$ cat config.mk
export PLATFORM = sky130hd
export DESIGN_NAME = rf_wb_arbiter
export DESIGN_NICKNAME = d
export VERILOG_FILES = /design/src/rtl/rf_wb_arbiter.sv
export SDC_FILE = /design/constraint.sdc
export NUM_CORES = 1
export LEC_CHECK = 0
export BUFFER_PORTS_ARGS = -buffer_cell sky130_fd_sc_hd__buf_4
export CAP_MARGIN = 20
export CORE_ASPECT_RATIO = 0.5
export CORE_MARGIN = 2
export CORE_UTILIZATION = 30
export DETAILED_ROUTE_END_ITERATION = 6
export PLACE_DENSITY = 0.7
export SKIP_CTS_REPAIR_TIMING = 1
export SLEW_MARGIN = 10
export SYNTH_ARGS = -nofsm -noshare
export SYNTH_HDL_FRONTEND = slang
export SYNTH_SLANG_ARGS = --single-unit
$ cat constraint.sdc
create_clock -name clk -period 4.65 [get_ports clk]
set_input_delay 1.395 -clock clk [delete_from_list [all_inputs] [get_ports clk]]
set_output_delay 1.395 -clock clk [all_outputs]
set_load 0.005 [all_outputs]
$ cat src/rtl/rf_wb_arbiter.sv
// rf_wb_arbiter: round-robin arbiter sharing one register-file write port among
// N_REQ writeback sources; the accepted write reaches the RF one cycle later.
`default_nettype none

module rf_wb_arbiter #(
  parameter int ADDR  = 5,
  parameter int BUS_W = 32,
  parameter int N_REQ = 3,
  parameter int CNT_W = 16
) (
  input  logic                   clk,
  input  logic                   rst,
  input  logic                   freeze,
  input  logic [N_REQ-1:0]       req_valid,
  input  logic [N_REQ*ADDR-1:0]  req_addr,
  input  logic [N_REQ*BUS_W-1:0] req_data,
  output logic [N_REQ-1:0]       req_ready,
  output logic                   r_write,
  output logic [ADDR-1:0]        rd_addr,
  output logic [BUS_W-1:0]       rd_w_data,
  output logic [CNT_W-1:0]       wr_cnt
);

  localparam int IDX_W = (N_REQ > 1) ? $clog2(N_REQ) : 1;
  localparam logic [IDX_W-1:0] c_PTR_RST = IDX_W'(N_REQ - 1);

  logic [IDX_W-1:0] ptr_q, ptr_d;
  logic             write_q, write_d;
  logic [ADDR-1:0]  addr_q, addr_d;
  logic [BUS_W-1:0] data_q, data_d;
  logic [CNT_W-1:0] cnt_q, cnt_d;

  logic [N_REQ-1:0] w_grant;
  logic [IDX_W-1:0] w_gidx;
  logic             w_hs;
  logic [ADDR-1:0]  w_sel_addr;
  logic [BUS_W-1:0] w_sel_data;
  logic             w_commit;
  int               idx;

  // Search begins one past the last winner so every waiting source is served
  // within N_REQ grants.
  always_comb begin
    w_grant = '0;
    w_gidx  = ptr_q;
    w_hs    = 1'b0;
    idx     = 0;
    if (!freeze) begin
      for (int k = 1; k <= N_REQ; k++) begin
        idx = (int'(ptr_q) + k) % N_REQ;
        if (!w_hs && req_valid[idx]) begin
          w_hs         = 1'b1;
          w_grant[idx] = 1'b1;
          w_gidx       = IDX_W'(idx);
        end
      end
    end
  end

  always_comb begin
    w_sel_addr = '0;
    w_sel_data = '0;
    for (int i = 0; i < N_REQ; i++) begin
      if (w_grant[i]) begin
        w_sel_addr = w_sel_addr | req_addr[i*ADDR +: ADDR];
        w_sel_data = w_sel_data | req_data[i*BUS_W +: BUS_W];
      end
    end
  end

  assign w_commit = w_hs && (w_sel_addr != '0);

  always_comb begin
    ptr_d   = ptr_q;
    addr_d  = addr_q;
    data_d  = data_q;
    cnt_d   = cnt_q;
    write_d = w_commit;
    if (w_hs) begin
      ptr_d  = w_gidx;
      addr_d = w_sel_addr;
      data_d = w_sel_data;
    end
    if (w_commit) begin
      cnt_d = cnt_q + 1'b1;
    end
  end

  always_ff @(posedge clk or posedge rst) begin
    if (rst) begin
      ptr_q   <= c_PTR_RST;
      write_q <= 1'b0;
      addr_q  <= '0;
      data_q  <= '0;
      cnt_q   <= '0;
    end else begin
      ptr_q   <= ptr_d;
      write_q <= write_d;
      addr_q  <= addr_d;
      data_q  <= data_d;
      cnt_q   <= cnt_d;
    end
  end

  assign req_ready = w_grant;
  assign r_write   = write_q;
  assign rd_addr   = addr_q;
  assign rd_w_data = data_q;
  assign wr_cnt    = cnt_q;

endmodule

`default_nettype wire

==> results_dict.tcl, run 1 <==
set metrics [dict create \
    worst_pin_slew_ns 0.887 \
    final_cell_area_um2 4600 \
    synth_flop_cell "dfrtp_1" \
    r2r_cells 10 \
    critPathKind "in2out" \
    final_cell_mix "buf_4, dfrtp_1, nand2_1, a222oi_1, o21ai_0" \
    grt_pass1_wl_mm 15.5 \
    die_w_um 145 \
    clk_path_buf_depth 2 \
    drv_slew 0 \
    clk_latency_ns 0.29 \
    first_iter_violations 222 \
    r2r_slack_ns 1.07 \
    syn_nets 433 \
    ys_seq_area_share_pct 47.0 \
    num_rows 25 \
    final.min_clock_period_ns 4.05 \
    drc 0 \
    outcome "finished clean" \
    ys_warn_count 0 \
    synthDistinctLibCells 50 \
    cts_tree "built" \
    fin_skew_ns 0.00732 \
    syn-cell-area_um2 2980 \
    place_area_um2 4460 \
    r2r-end "wr_cnt[1]$_DFFE_PP0P_" \
    vias 3107 \
    max_freq_ghz 0.247 \
    antenna_found_initial 0 \
    min_from "rd_w_data[1]$_DFFE_PP0P_" \
    grt_pass1_vias 3009 \
    synth-seq-cells 56 \
    antenna_left 0 \
    grt_max_degree 44 \
    arrival_ns 2.65 \
    area.growth.synth_to_final_pct 54.2 \
    start_util_pct 31.3 \
    cts_root_buffer "clkbuf_16" \
    nFillCells 924 \
    timing.rr.start "ptr_q[1]$_DFFE_PP1P_" \
    drt-total-wl_mm 9.87 \
    cts_max_level 2 \
    synth_top_area_share_pct 46.2 \
    drive_above_1_share_pct 42.0 \
    first_pass_iters 6 \
    setup_violations 0 \
    antenna_cells 0 \
    worstHoldEndpoint "rd_w_data[1]$_DFFE_PP0P_" \
    finalHoldViolations 0 \
    core_area_um2 9540 \
    grt_remaining_overflow 0 \
    vdd_ir_drop_max_mv 0.213 \
    wl_per_cell_um 16.1 \
    min-delay-path-class "reg2reg" \
    grt_use_total_pct 17.7 \
    cap_viol_max_count 0 \
    slew_headroom_pct 40.8 \
    synth_area_leaders "dfrtp_1, a222oi_1, nand2_1" \
    ios 174 \
    place_ws_ns 0.605 \
    final_nets 600 \
    min_period_over_period_pct 87.0 \
    place_inst 606 \
    place_congestion 0.895 \
    final_common_cell "buf_4" \
    synth-async-reset-ratio_pct 100 \
    die_y_um 74.5 \
    holdPathStages 2 \
    final_util_pct 48.2 \
    rsz0062_at_grt "false" \
    stdcell_count 614 \
    critPathCaptureType "primary output" \
    clkSinkCount 56 \
    synth.largest_area_cell "dfrtp_1" \
    synthCells 311 \
    synth_edf_count 0 \
    die-area_um2 10800 \
    syn_area_per_cell_um2 9.59 \
    io_buffers 173 \
    path_clk_slew_ns 0.06 \
    cellPowerDensity_nw_per_um2 569 \
    dp_hpwl_mm 7.59 \
    tns_ns 0 \
    crit_fanout 8 \
    leakage_nw 2.17 \
    cts_buffers 5 \
    cp_data_required_time_ns 3.25 \
    crit_path_start_kind "primary input" \
    fin_ws_ns 0.604 \
    via_per_inst 5.06 \
]
[synth_stat cells, drive strengths merged (3+ instances only)]
| cell | number |
|---|---|
| a222oi | 27 |
| a221oi | 11 |
| o31ai | 3 |
| o21ai | 28 |
| nor2 | 18 |
| xnor2 | 14 |
| a21oi | 9 |
| nand4 | 8 |
| nand2 | 54 |
| dfrtp | 55 |
| inv | 9 |
| nand3 | 8 |
| ha | 5 |
| buf | 11 |
| and3 | 3 |
| a22oi | 3 |
| clkbuf | 10 |
[kinds of logic after synthesis]
kind of cell / count (synthesis) / share of synthesized area [%]
AOI/OAI and AO/OA: 96 / 24.3
xor gates and xnor gates: 15 / 4.41
adders and majority gates: 5 / 2.10
buffers and inverters: 30 / 4.41
DFF: 56 / 47.0
muxes: 3 / 1.09
and+or+nand+nor: 106 / 16.6
[registers in the layout (all words and copies together) (netlist names)]
| register | flops |
|---|---|
| ptr_q | 2 |
| wr_cnt | 16 |
| rd_addr | 5 |
| rd_w_data | 32 |
| r_write | 1 |
[power breakdown]
group / total, mW / leakage, nW / internal (mW) / switching (mW)
sequential: 0.837 / 0.718 / 0.700 / 0.137
combinational: 1.41 / 1.38 / 0.670 / 0.742
clock: 0.369 / 0.0679 / 0.200 / 0.169
[final cells by class]
| cell class | instances | area, µm² | area share [%] |
|---|---|---|---|
| multi-input combinational | 225 | 1480 | 32.3 |
| sequential | 56 | 1400 | 30.5 |
| timing repair buffer | 181 | 1370 | 29.8 |
| tap | 135 | 169 | 3.67 |
| clock buffer | 7 | 133 | 2.89 |
| inverter | 9 | 33.8 | 0.735 |
| clock inverter | 1 | 5.00 | 0.109 |
[worst max-delay path, cell delays in order]
cell      delay, ns
buf_4          0.13
mux2i_1        0.08
o22ai_1        0.45
o21ai_2        0.25
o21bai_4       0.21
buf_4          0.13
[per-layer routing]
layer	global-route usage (%)	part of all wire, %	vias to the layer above
met5	0	0	-
met4	3.19	0.58	0
li1	-	-	1517
met1	23.7	44	1488
met2	30.5	49	95
met3	3.87	6.0	7
[how the worst max path moves through the flow]
stage                     depth (start not counted)          from  slack (ns)      endpoint
after detailed placement                          6  req_valid[1]        0.61  req_ready[1]
after global placement                            6  req_valid[2]        0.61  req_ready[1]
after global routing                              6  req_valid[1]        0.44  req_ready[1]
after floorplan                                   8  req_valid[2]        0.32  req_ready[1]
final                                             6  req_valid[1]        0.60  req_ready[1]
after CTS                                         6  req_valid[2]        0.60  req_ready[1]
[stage by stage]
stage	hold slack [ns]	power [mW]
global route	0.496	2.83
global placement	0.463	2.25
detailed placement	0.471	2.27
finish	0.479	2.62
floorplan	0.468	1.60
CTS	0.481	2.65
Note: power is estimated with default switching activity, not from simulation.
==> run 2, diff against run 1 <==
Settings changed: PLACE_DENSITY 0.7 to 0.72.
Clock period 4.65 ns to 3.5 ns, I/O delays scaled along.
==> results_dict.tcl, run 2 (synthesis results as in run 1) <==
set metrics [dict create \
    tns_ns 0 \
    die-area_um2 10800 \
    critPathKind "reg2out" \
    outcome "finished, violations left" \
    via_per_inst 5.13 \
    first_iter_violations 240 \
    final_util_pct 48.7 \
    die_y_um 74.5 \
    nFillCells 944 \
    antenna_left 0 \
    critPathCaptureType "primary output" \
    cts_buffers 5 \
    arrival_ns 2.27 \
    antenna_found_initial 0 \
    crit_path_start_kind "flip-flop" \
    slew_headroom_pct 67.3 \
    wl_per_cell_um 15.9 \
    path_clk_slew_ns 0.07 \
    min_period_over_period_pct 94.9 \
    drive_above_1_share_pct 43.0 \
    fin_skew_ns 0.00445 \
    grt_use_total_pct 17.6 \
    drt-total-wl_mm 9.90 \
    core_area_um2 9540 \
    vias 3183 \
    final_cell_mix "buf_4, dfrtp_1, nand2_1, a222oi_1, o21ai_0" \
    setup_violations 0 \
    final_nets 607 \
    antenna_cells 0 \
    drv_slew 0 \
    clkSinkCount 56 \
    io_buffers 173 \
    worst_pin_slew_ns 0.491 \
    area.growth.synth_to_final_pct 55.9 \
    cp_data_required_time_ns 2.45 \
    clk_latency_ns 0.29 \
    dp_hpwl_mm 7.76 \
    vdd_ir_drop_max_mv 0.264 \
    grt_pass1_vias 3178 \
    leakage_nw 2.20 \
    ios 174 \
    place_congestion 0.880 \
    clk_path_buf_depth 2 \
    violations "DRC" \
    start_util_pct 31.3 \
    grt_pass1_wl_mm 15.4 \
    cts_root_buffer "clkbuf_16" \
    cts_max_level 2 \
    grt_remaining_overflow 0 \
    crit_fanout 8 \
    cts_tree "built" \
    final.min_clock_period_ns 3.32 \
    largest_reg_flops 32 \
    first_pass_iters 7 \
    max_freq_ghz 0.301 \
    die_w_um 145 \
    grt_max_degree 41 \
    cellPowerDensity_nw_per_um2 759 \
    num_rows 25 \
    drc 5 \
    final_common_cell "buf_4" \
    finalHoldViolations 0 \
    cap_viol_max_count 0 \
    min-delay-path-class "reg2reg" \
    rsz0062_at_grt "false" \
]
run 2: worst max-delay path: stages (launching register included):
cell      delay (ns)
dfstp_2         0.54
inv_1           0.06
ha_1            0.27
nand2b_2        0.22
and3_1          0.24
o21ai_2         0.35
o21bai_4        0.13
buf_4           0.16
run 2: metrics by stage:
stage | setup slack (ns) | std cells | hold WS, ns | area, µm² | power [mW]
2_1_floorplan | -0.0669 | 311 | 0.468 | 2990 | 2.13
3_3_place_gp | 0.179 | 613 | 0.462 | 4500 | 3.01
3_5_place_dp | 0.140 | 613 | 0.471 | 4500 | 3.04
4_1_cts | 0.193 | 621 | 0.487 | 4650 | 3.57
5_1_grt | 0.0462 | 621 | 0.509 | 4650 | 3.82
6_report | 0.180 | 621 | 0.481 | 4650 | 3.53
run 2: where the power goes:
group          total (mW)  internal [mW]  switching [mW]
registers            1.11          0.930           0.181
logic                1.90          0.924           0.977
clock network       0.515          0.286           0.230
total                3.53           2.14            1.39
run 2: final timing paths:
path                                                start                   endpoint  slack [ns]  cells after the start
worst min register to register  rd_w_data[27]$_DFFE_PP0P_  rd_w_data[27]$_DFFE_PP0P_        0.48                      2
min in group asynchronous                             rst  rd_w_data[20]$_DFFE_PP0P_        0.73                      2
worst min-delay path            rd_w_data[27]$_DFFE_PP0P_  rd_w_data[27]$_DFFE_PP0P_        0.48                      2
worst max-delay path                 ptr_q[1]$_DFFE_PP1P_               req_ready[1]        0.18                      7
max in group asynchronous                             rst  rd_w_data[23]$_DFFE_PP0P_        2.13                      3
worst max register to register       ptr_q[1]$_DFFE_PP1P_      wr_cnt[1]$_DFFE_PP0P_        0.35                     11
run 2: area by class of cell:
cell class	count	area, µm²	share of cell area [%]
clock buffer	7	143	3.07
clock inverter	1	7.51	0.161
inverter	9	33.8	0.727
multi-input combinational	225	1480	31.9
sequential	56	1400	30.2
tap	135	169	3.63
timing repair buffer	188	1410	30.4
run 2: per-layer routing:
metal  GRT usage (%)  vias up  part of all wire (%)
met5               0        -                     0
li1                -     1530                     -
met1            21.8     1525                    41
met2            31.6      110                    51
met4            4.84        0                   1.8
met3            4.29       18                   5.6
